**config.mk**
```make
export PLATFORM = sky130hd
export DESIGN_NAME = dsp_equation_scheduler
export DESIGN_NICKNAME = d
export VERILOG_FILES = /design/src/rtl/dsp_equation_scheduler.sv
export SDC_FILE = /design/constraint.sdc
export NUM_CORES = 1
export LEC_CHECK = 0
export ABC_AREA = 0
export BUFFER_PORTS_ARGS = -buffer_cell sky130_fd_sc_hd__buf_2
export CAP_MARGIN = 20
export CORE_UTILIZATION = 55
export DETAILED_ROUTE_END_ITERATION = 16
export PLACE_DENSITY = 0.75
export SYNTH_ARGS = -nofsm -noshare
export SYNTH_HDL_FRONTEND = slang
export SYNTH_SLANG_ARGS = --single-unit
```
**constraint.sdc**
```tcl
create_clock -name wb_clk -period 4.4 [get_ports wb_clk]
set_input_delay 0.22 -clock wb_clk [delete_from_list [all_inputs] [get_ports wb_clk]]
set_output_delay 0.22 -clock wb_clk [all_outputs]
set_load 0.05 [all_outputs]
```
**src/rtl/dsp_equation_scheduler.sv**
```systemverilog
// Job FIFO and launch sequencer for the shared DSP equation engine.
// Launches one job at a time and tracks done/error/timeout.
module dsp_equation_scheduler #(
  parameter int EQ_W  = 8,
  parameter int TO_W  = 16,
  parameter int DEPTH = 4,
  parameter int LVL_W = 3
) (
  input  logic             wb_clk,
  input  logic             wb_rst,
  input  logic             cmd_valid,
  output logic             cmd_ready,
  input  logic [EQ_W-1:0]  cmd_equation,
  input  logic [TO_W-1:0]  cmd_timeout,
  input  logic             abort,
  input  logic             irq_clear,
  input  logic             equation_done,
  input  logic             equation_error,
  output logic [EQ_W-1:0]  equation_number,
  output logic             equation_start,
  output logic             busy,
  output logic [LVL_W-1:0] queue_level,
  output logic [15:0]      done_count,
  output logic             status_error,
  output logic             status_timeout,
  output logic             interrupt
);

  localparam int PW = LVL_W - 1;

  typedef enum logic [2:0] {
    IDLE,
    LAUNCH,
    RUN,
    FINISH,
    FAULT
  } state_t;

  state_t state, state_nx;

  logic [EQ_W-1:0]  mem_eq [DEPTH];
  logic [TO_W-1:0]  mem_to [DEPTH];
  logic [PW-1:0]    wr_ptr, rd_ptr, wr_idx;
  logic [LVL_W-1:0] count;
  logic [TO_W-1:0]  timer;
  logic             push, pop;
  logic             run_hold;
  logic             set_err, set_to, set_irq;

  assign cmd_ready   = (count < LVL_W'(DEPTH));
  assign queue_level = count;
  assign push        = cmd_valid & cmd_ready;
  // abort cancels any pop offered in the same cycle
  assign pop         = (state == IDLE) & (count != '0) & ~abort;
  assign wr_idx      = abort ? '0 : wr_ptr;

  assign busy           = (state != IDLE);
  assign equation_start = (state == LAUNCH);

  // RUN cycle with no terminating event: timer keeps counting
  assign run_hold = (state == RUN) & ~equation_done
                  & ~equation_error & ~abort;
  assign set_err  = (state == RUN) & ~equation_done & equation_error;
  assign set_to   = run_hold & (timer == TO_W'(1));
  assign set_irq  = (state == FINISH) | (state == FAULT);

  always_ff @(posedge wb_clk) begin
    if (push) begin
      mem_eq[wr_idx] <= cmd_equation;
      mem_to[wr_idx] <= cmd_timeout;
    end
  end

  // A push accepted alongside abort lands in the freshly flushed FIFO
  always_ff @(posedge wb_clk or posedge wb_rst) begin
    if (wb_rst) begin
      wr_ptr <= '0;
      rd_ptr <= '0;
      count  <= '0;
    end else if (abort) begin
      rd_ptr <= '0;
      wr_ptr <= push ? PW'(1) : '0;
      count  <= push ? LVL_W'(1) : '0;
    end else begin
      if (push) wr_ptr <= wr_ptr + 1'b1;
      if (pop)  rd_ptr <= rd_ptr + 1'b1;
      unique case ({push, pop})
        2'b10:   count <= count + 1'b1;
        2'b01:   count <= count - 1'b1;
        default: count <= count;
      endcase
    end
  end

  always_ff @(posedge wb_clk or posedge wb_rst) begin
    if (wb_rst) state <= IDLE;
    else        state <= state_nx;
  end

  always_comb begin
    state_nx = state;
    unique case (state)
      IDLE:   if (pop) state_nx = LAUNCH;
      LAUNCH: state_nx = RUN;
      RUN: begin
        if (equation_done)       state_nx = FINISH;
        else if (equation_error) state_nx = FAULT;
        else if (abort)          state_nx = FAULT;
        else if (set_to)         state_nx = FAULT;
      end
      FINISH: state_nx = IDLE;
      FAULT:  state_nx = IDLE;
      default: state_nx = IDLE;
    endcase
  end

  always_ff @(posedge wb_clk or posedge wb_rst) begin
    if (wb_rst) begin
      equation_number <= '0;
      timer           <= '0;
    end else if (pop) begin
      equation_number <= mem_eq[rd_ptr];
      timer           <= mem_to[rd_ptr];
    end else if (set_irq) begin
      equation_number <= '0;
      timer           <= '0;
    end else if (run_hold && timer > TO_W'(1)) begin
      timer <= timer - 1'b1;
    end
  end

  // set events take precedence over irq_clear
  always_ff @(posedge wb_clk or posedge wb_rst) begin
    if (wb_rst) begin
      done_count     <= '0;
      status_error   <= 1'b0;
      status_timeout <= 1'b0;
      interrupt      <= 1'b0;
    end else begin
      if (state == FINISH) done_count <= done_count + 1'b1;

      if (set_err)        status_error <= 1'b1;
      else if (irq_clear) status_error <= 1'b0;

      if (set_to)         status_timeout <= 1'b1;
      else if (irq_clear) status_timeout <= 1'b0;

      if (set_irq)        interrupt <= 1'b1;
      else if (irq_clear) interrupt <= 1'b0;
    end
  end

endmodule

```
# [Word-level counts from Yosys, hierarchy flattened]
# Memories as Yosys holds them, arrays and structs flattened.
# Cells that the tools add are included.
# W data, S select, Z words.
[word_totals] memories=2 ramBits=96 input_bits=31 ff_bits=53 romBits=0 elab_cells=80 latch_bits=0
[mem_list] name="mem_to" words=4 word_bits=16 rd=1 rd_ports_with_merged_regs=0 write_ports=1 line_no="42" rtl="logic [TO_W-1:0] mem_to [DEPTH];"
[mem_list] name="mem_eq" words=4 word_bits=8 rd=1 rd_ports_with_merged_regs=0 write_ports=1 line_no="41" rtl="logic [EQ_W-1:0] mem_eq [DEPTH];"
[op_classes] n_bitwise=12 reduce_logical=13 n_eq_ne=9 addsub=6 mul=0 mux=26 n_div=0 n_shift=0 order_cmp=2
[op_table] cell="$mux W16" count=3
[op_table] cell="$mux W3" count=6
[op_table] cell="$add A16 B1 Y16 const B" count=1
[op_table] cell="$eq A16 B1 Y1 const B" count=1
[op_table] cell="$gt A16 B1 Y1 const B" count=1
[op_table] cell="$mux W8" count=2
[op_table] cell="$sub A16 B1 Y16 const B" count=1
[op_table] cell="$reduce_bool A2 Y1" count=6
[op_table] cell="$reduce_bool A3 Y1" count=4
[op_table] cell="$mux W2" count=5
[op_table] cell="$pmux W3 S3" count=1
[op_table] cell="$and A1 B1 Y1" count=8
[op_table] cell="$mux W1" count=8
[op_table] cell="$eq A3 B2 Y1 const B" count=2
[op_table] cell="$pmux W3 S2" count=1
[op_table] cell="$ne A5 B5 Y1 const B" count=1
[op_table] cell="$add A2 B1 Y2 const B" count=2
[op_table] cell="$add A3 B1 Y3 const B" count=1
[op_table] cell="$eq A3 B1 Y1 const B" count=1
[op_table] cell="$eq A3 B3 Y1 const B" count=1
[op_table] cell="$logic_not A3 Y1" count=1
[op_table] cell="$lt A3 B3 Y1 const B" count=1
[op_table] cell="$not A1 Y1" count=3
[op_table] cell="$sub A3 B1 Y3 const B" count=1
[op_table] cell="other kinds (6)" count=6

# [Depth between registers and ports, before layout]
[logic_depth] word_depth=10 ltp_mapped=10

# [Least setup slack after synthesis]
# Ideal clock, no wire load.
[synth_timing] path_type="register -> register" startpoint="reg count[2], in the netlist queue_level[2]" endpoint="mem mem_eq[2][0], enable pin" path_stages_with_launch=5 required_time_ns=3.965 setup_time_ns=0.435 path_buffers=1 slack_ns=1.152 arrival_ns=2.813 cell_sequence="dfrtp_1 -> nor2b_1 -> clkbuf_1 -> nand2_1 -> nor3_1"
[synth_between] elab_chain_cells=4
[synth_lines] element="start: declaration" line_no="44" rtl="logic [LVL_W-1:0] count;"
[synth_lines] element="start signal: assignment" line_no="83" rtl="count <= push ? LVL_W'(1) : '0;"
[synth_lines] element="start signal: assignment" line_no="88" rtl="2'b10: count <= count + 1'b1;"
[synth_lines] element="start signal: assignment" line_no="89" rtl="2'b01: count <= count - 1'b1;"
[synth_lines] element="$lt A3 B3 Y1" line_no="50" rtl="assign cmd_ready = (count < LVL_W'(DEPTH));"
[synth_lines] element="$and A1 B1 Y1" line_no="52" rtl="assign push = cmd_valid & cmd_ready;"
[synth_lines] element="$mux W1" line_no="68" rtl="if (push) begin"
[synth_lines] element="$mux W1 (implied by the code)" line_no="69" rtl="mem_eq[wr_idx] <= cmd_equation;"
[synth_lines] element="end: declaration" line_no="41"
# Every way passes these cells.

# [Worst setup path after layout]
[layout_timing] startpoint="reg timer[0]" endpoint="reg timer[10]"
[layout_between] elab_chain_cells=4 elab_cells_between_ends=7 cone_classes="add/sub: 1; order compare: 1; mux: 3; reduce/logical: 2"
[layout_lines] element="start: declaration" line_no="45" rtl="logic [TO_W-1:0] timer;"
[layout_lines] element="start signal: assignment" line_no="123" rtl="timer <= mem_to[rd_ptr];"
[layout_lines] element="start signal: assignment" line_no="128" rtl="timer <= timer - 1'b1;"
[layout_lines] element="$sub A16 B1 Y16" line_no="128"
[layout_lines] element="$mux W16" line_no="127" rtl="end else if (run_hold && timer > TO_W'(1)) begin"
[layout_lines] element="$mux W16" line_no="124" rtl="end else if (set_irq) begin"
[layout_lines] element="$mux W16" line_no="121" rtl="end else if (pop) begin"
# Parallel ways exist; a longest one is shown, timed or not. The select of a mux whose other input is x is not followed.
# A chain may end at the register's enable or synchronous reset.

==> flow_summary.toml <==
[yosys]
syn_inst = 404
ys_seq_area_frac = 0.672
synth_edf_count = 96
synth.avg_cell_area_um2 = 15.5
netlist_area_mm2 = 0.00627
yosysTopAreaCell = "edfxtp_1"
synth_cell_types = 61
ys_ff_latch = 149
synth_top_flop_cell = "edfxtp_1"
syn-num-nets = 439
async_flop_share = 0.356
synth.top_cell.area_share = 0.460
synth_area_leaders = "edfxtp_1 (46%), dfrtp_1 (21%), mux4_2 (8.3%)"
yosysWarnings = 0

[critical_path]
path_buf_inv = 1
cpPeakStageDelay_ns = 0.58
worstSetupPathType = "reg2reg"
crit_slowest_cell = "nor3b_1"
start_kind = "register"
path_cells = "inv_1 -> ha_1 -> or3b_2 -> nor3b_1 -> a21oi_1 -> a2bb2oi_1 -> a311oi_1"
critPathMaxFanout = 6
endpoint_kind = "register"
crit_family = "simple AND/OR/NAND/NOR gates"
critical_path_required_ns = 4.72
arrival_ns = 2.77

[die]
fp-row-count = 38
die_area_mm2 = 0.0118
ios = 64
die_y_um = 109
start_util = 0.571
core_mm2 = 0.0110
die_w_um = 109

[grt]
grt_max_degree = 54
grt_overflow = 0
antenna_found_initial = 0
grt_pass1_wl_um = 18900
track_usage = 0.223
grt_pass1_vias = 3734

[timing]
hold_violations = 13
slew_viol_final = 0
worstMarginPinSlew_ns = 0.734
layout_setup_ws_ns = 1.95
finalCritPeriodShare = 0.557
maxSlewHeadroom = 0.510
grt_setup_unrepaired = "no"
report.final.setup_viol = 0
fmax_ghz = 0.408
setup_tns_ns = 0
holdWs_ns = -0.0147
fin_crit_ns = 2.45
skew_ns = 0.00578

[clock_network]
cts.path.max_buffers = 2
post_cts_buffers = 0
cts.clk_slew.worst_paths_ns = 0.06
insertion_delay_ns = 0.42
cts.sinks = 149
cts_tree = "built"
clockRootBuffer = "clkbuf_16"
numCtsBuffers = 17
htree_levels = 4

[drt]
first_pass_iters = 5
wl_um = 11900
drt_iter0_markers = 361
antenna_left = 0
drc = 0
drt-wirelength-per-cell_um = 18.7
vias = 3742
viasPerCell = 5.89

[power]
peakVddDrop_v = 0.000337
p_total_uw = 4920
leakage_uw = 0.00291
powerDensity_mw_per_mm2 = 663

[cells_and_area]
fin_nets = 517
drive_gt1_frac = 0.289
final_cells = 635
n_antenna_cell = 0
synthToLayoutAreaGrowth_pct = 18.4
nFillCells = 766

[placed_design]
placed_cells_incl_taps = 598
post-place-ws_ns = 2.01
place.gp.congestion = 0.843
port_buffers = 63
dpl.hpwl_um = 7160

[outcome]
status = "finished with violations"
violations = "hold timing"

[hold_path]
hp-class = "in2async"

[run]
maxCapViolations = 0
==> registers in the layout, summed over array words and instances, names as in the netlist <==
| signal | flops |
|---|---|
| wr_ptr | 2 |
| rd_ptr | 2 |
| status_timeout | 1 |
| interrupt | 1 |
| mem_to | 64 |
| equation_number | 8 |
| state | 3 |
| timer | 16 |
| mem_eq | 32 |
| queue_level | 3 |
| status_error | 1 |
| done_count | 16 |
==> logic make-up (layout without fill, tap and decap cells) <==
kind of cell / count (synthesis) / in the layout / synth area share
flip-flops: 149 / 149 / 0.672
AND/OR/NAND/NOR: 122 / 122 / 0.106
AO/OA/AOI/OAI: 50 / 50 / 0.0653
buffers and inverters: 28 / 119 / 0.0226
multiplexers: 26 / 26 / 0.0902
XOR/XNOR: 25 / 25 / 0.0349
adder cells (fa/ha/maj): 4 / 4 / 0.00918
==> timing repair <==
item,in CTS,in global routing
hold buffers,3,2
hold endpoints to repair,9,6
gates resized for setup,0,0
==> power breakdown <==
part / leakage, uW / internal, uW / switching, uW / total, uW
Clock: 0.000303 / 925 / 525 / 1450
Combinational: 0.00102 / 601 / 933 / 1530
Sequential: 0.00158 / 1740 / 199 / 1940
Total: 0.00291 / 3270 / 1660 / 4920
==> cell usage in the layout (no fill, tap or decap), types with 3 or more instances in the layout <==
master | synthesis | final
nor3b_1 | 3 | 3
clkbuf_8 | 1 | 3
nor3_1 | 16 | 14
edfxtp_1 | 96 | 96
dfrtp_1 | 53 | 53
dlygate4sd3_1 | 0 | 5
buf_4 | 0 | 9
nor2b_1 | 3 | 3
buf_2 | 6 | 63
clkbuf_16 | 0 | 20
ha_1 | 3 | 3
o21ai_0 | 8 | 8
a22o_1 | 8 | 8
o311a_1 | 3 | 3
and2_1 | 3 | 3
a21oi_1 | 4 | 4
clkbuf_1 | 6 | 4
inv_1 | 9 | 8
nand3_1 | 10 | 10
xor2_1 | 8 | 8
mux4_2 | 23 | 23
nor2_1 | 19 | 18
nand2_1 | 33 | 33
and3_1 | 6 | 6
a2bb2oi_1 | 7 | 7
nand4_1 | 7 | 7
xnor2_1 | 17 | 17
==> metrics by stage <==
step	util	instance area [um2]
final	0.676	7420
after global routing	0.676	7420
after CTS	0.674	7400
after detailed placement	0.615	6760
after global placement	0.613	6730
after floorplan	-	6270
==> cell type report <==
class | instances | area (um2) | area share
Sequential cell | 149 | 4210 | 0.567
Clock inverter | 5 | 57.6 | 0.00775
Timing Repair Buffer | 78 | 460 | 0.0620
Multi-Input combinational cell | 227 | 1930 | 0.260
Tap cell | 140 | 175 | 0.0236
Clock buffer | 27 | 557 | 0.0750
Inverter | 9 | 33.8 | 0.00455
==> worst reg2reg max path: cells and delay by family, from the launching register on <==
family | cells | cell delay (ns)
fa+ha+maj | 1 | 0.21
compound gates | 3 | 0.54
simple gates | 2 | 1.06
flops | 1 | 0.45
buf+inv | 1 | 0.09
==> final timing paths <==
check,startpoint,endpoint,slack (ns),depth (start not counted)
hold / removal,wb_rst,done_count[15],-0.01,3
setup / recovery,timer[0],timer[10],1.95,7
max in group asynchronous,wb_rst,wr_ptr[0],3.93,3
setup reg to reg,timer[0],timer[10],1.95,7
min in group wb_clk,cmd_equation[4],mem_eq[1][4],0.02,1
hold reg to reg,done_count[15],done_count[15],0.47,1
==> synthesized netlist by cell type, drive strengths merged (3+ instances only) <==
master / count
nand2: 34
xnor2: 17
and2: 3
dfrtp: 53
nand4: 7
inv: 9
a2bb2oi: 7
mux4: 24
a22o: 8
ha: 3
nor3: 17
buf: 11
nor2: 19
a21oi: 4
nor2b: 3
and3: 6
nor3b: 3
clkbuf: 8
or4: 3
or3: 3
o311a: 3
nor4: 3
xor2: 8
edfxtp: 96
o21ai: 11
nand3: 10
a2111oi: 3
==> routing by layer <==
metal	up-vias	track usage	wire length [um]
li1	1707	-	-
met1	1900	0.287	5160
met2	115	0.366	5940
met3	20	0.0711	622
met4	0	0.0637	148
met5	-	0	0
No activity file was read; power rests on OpenSTA's default activity.
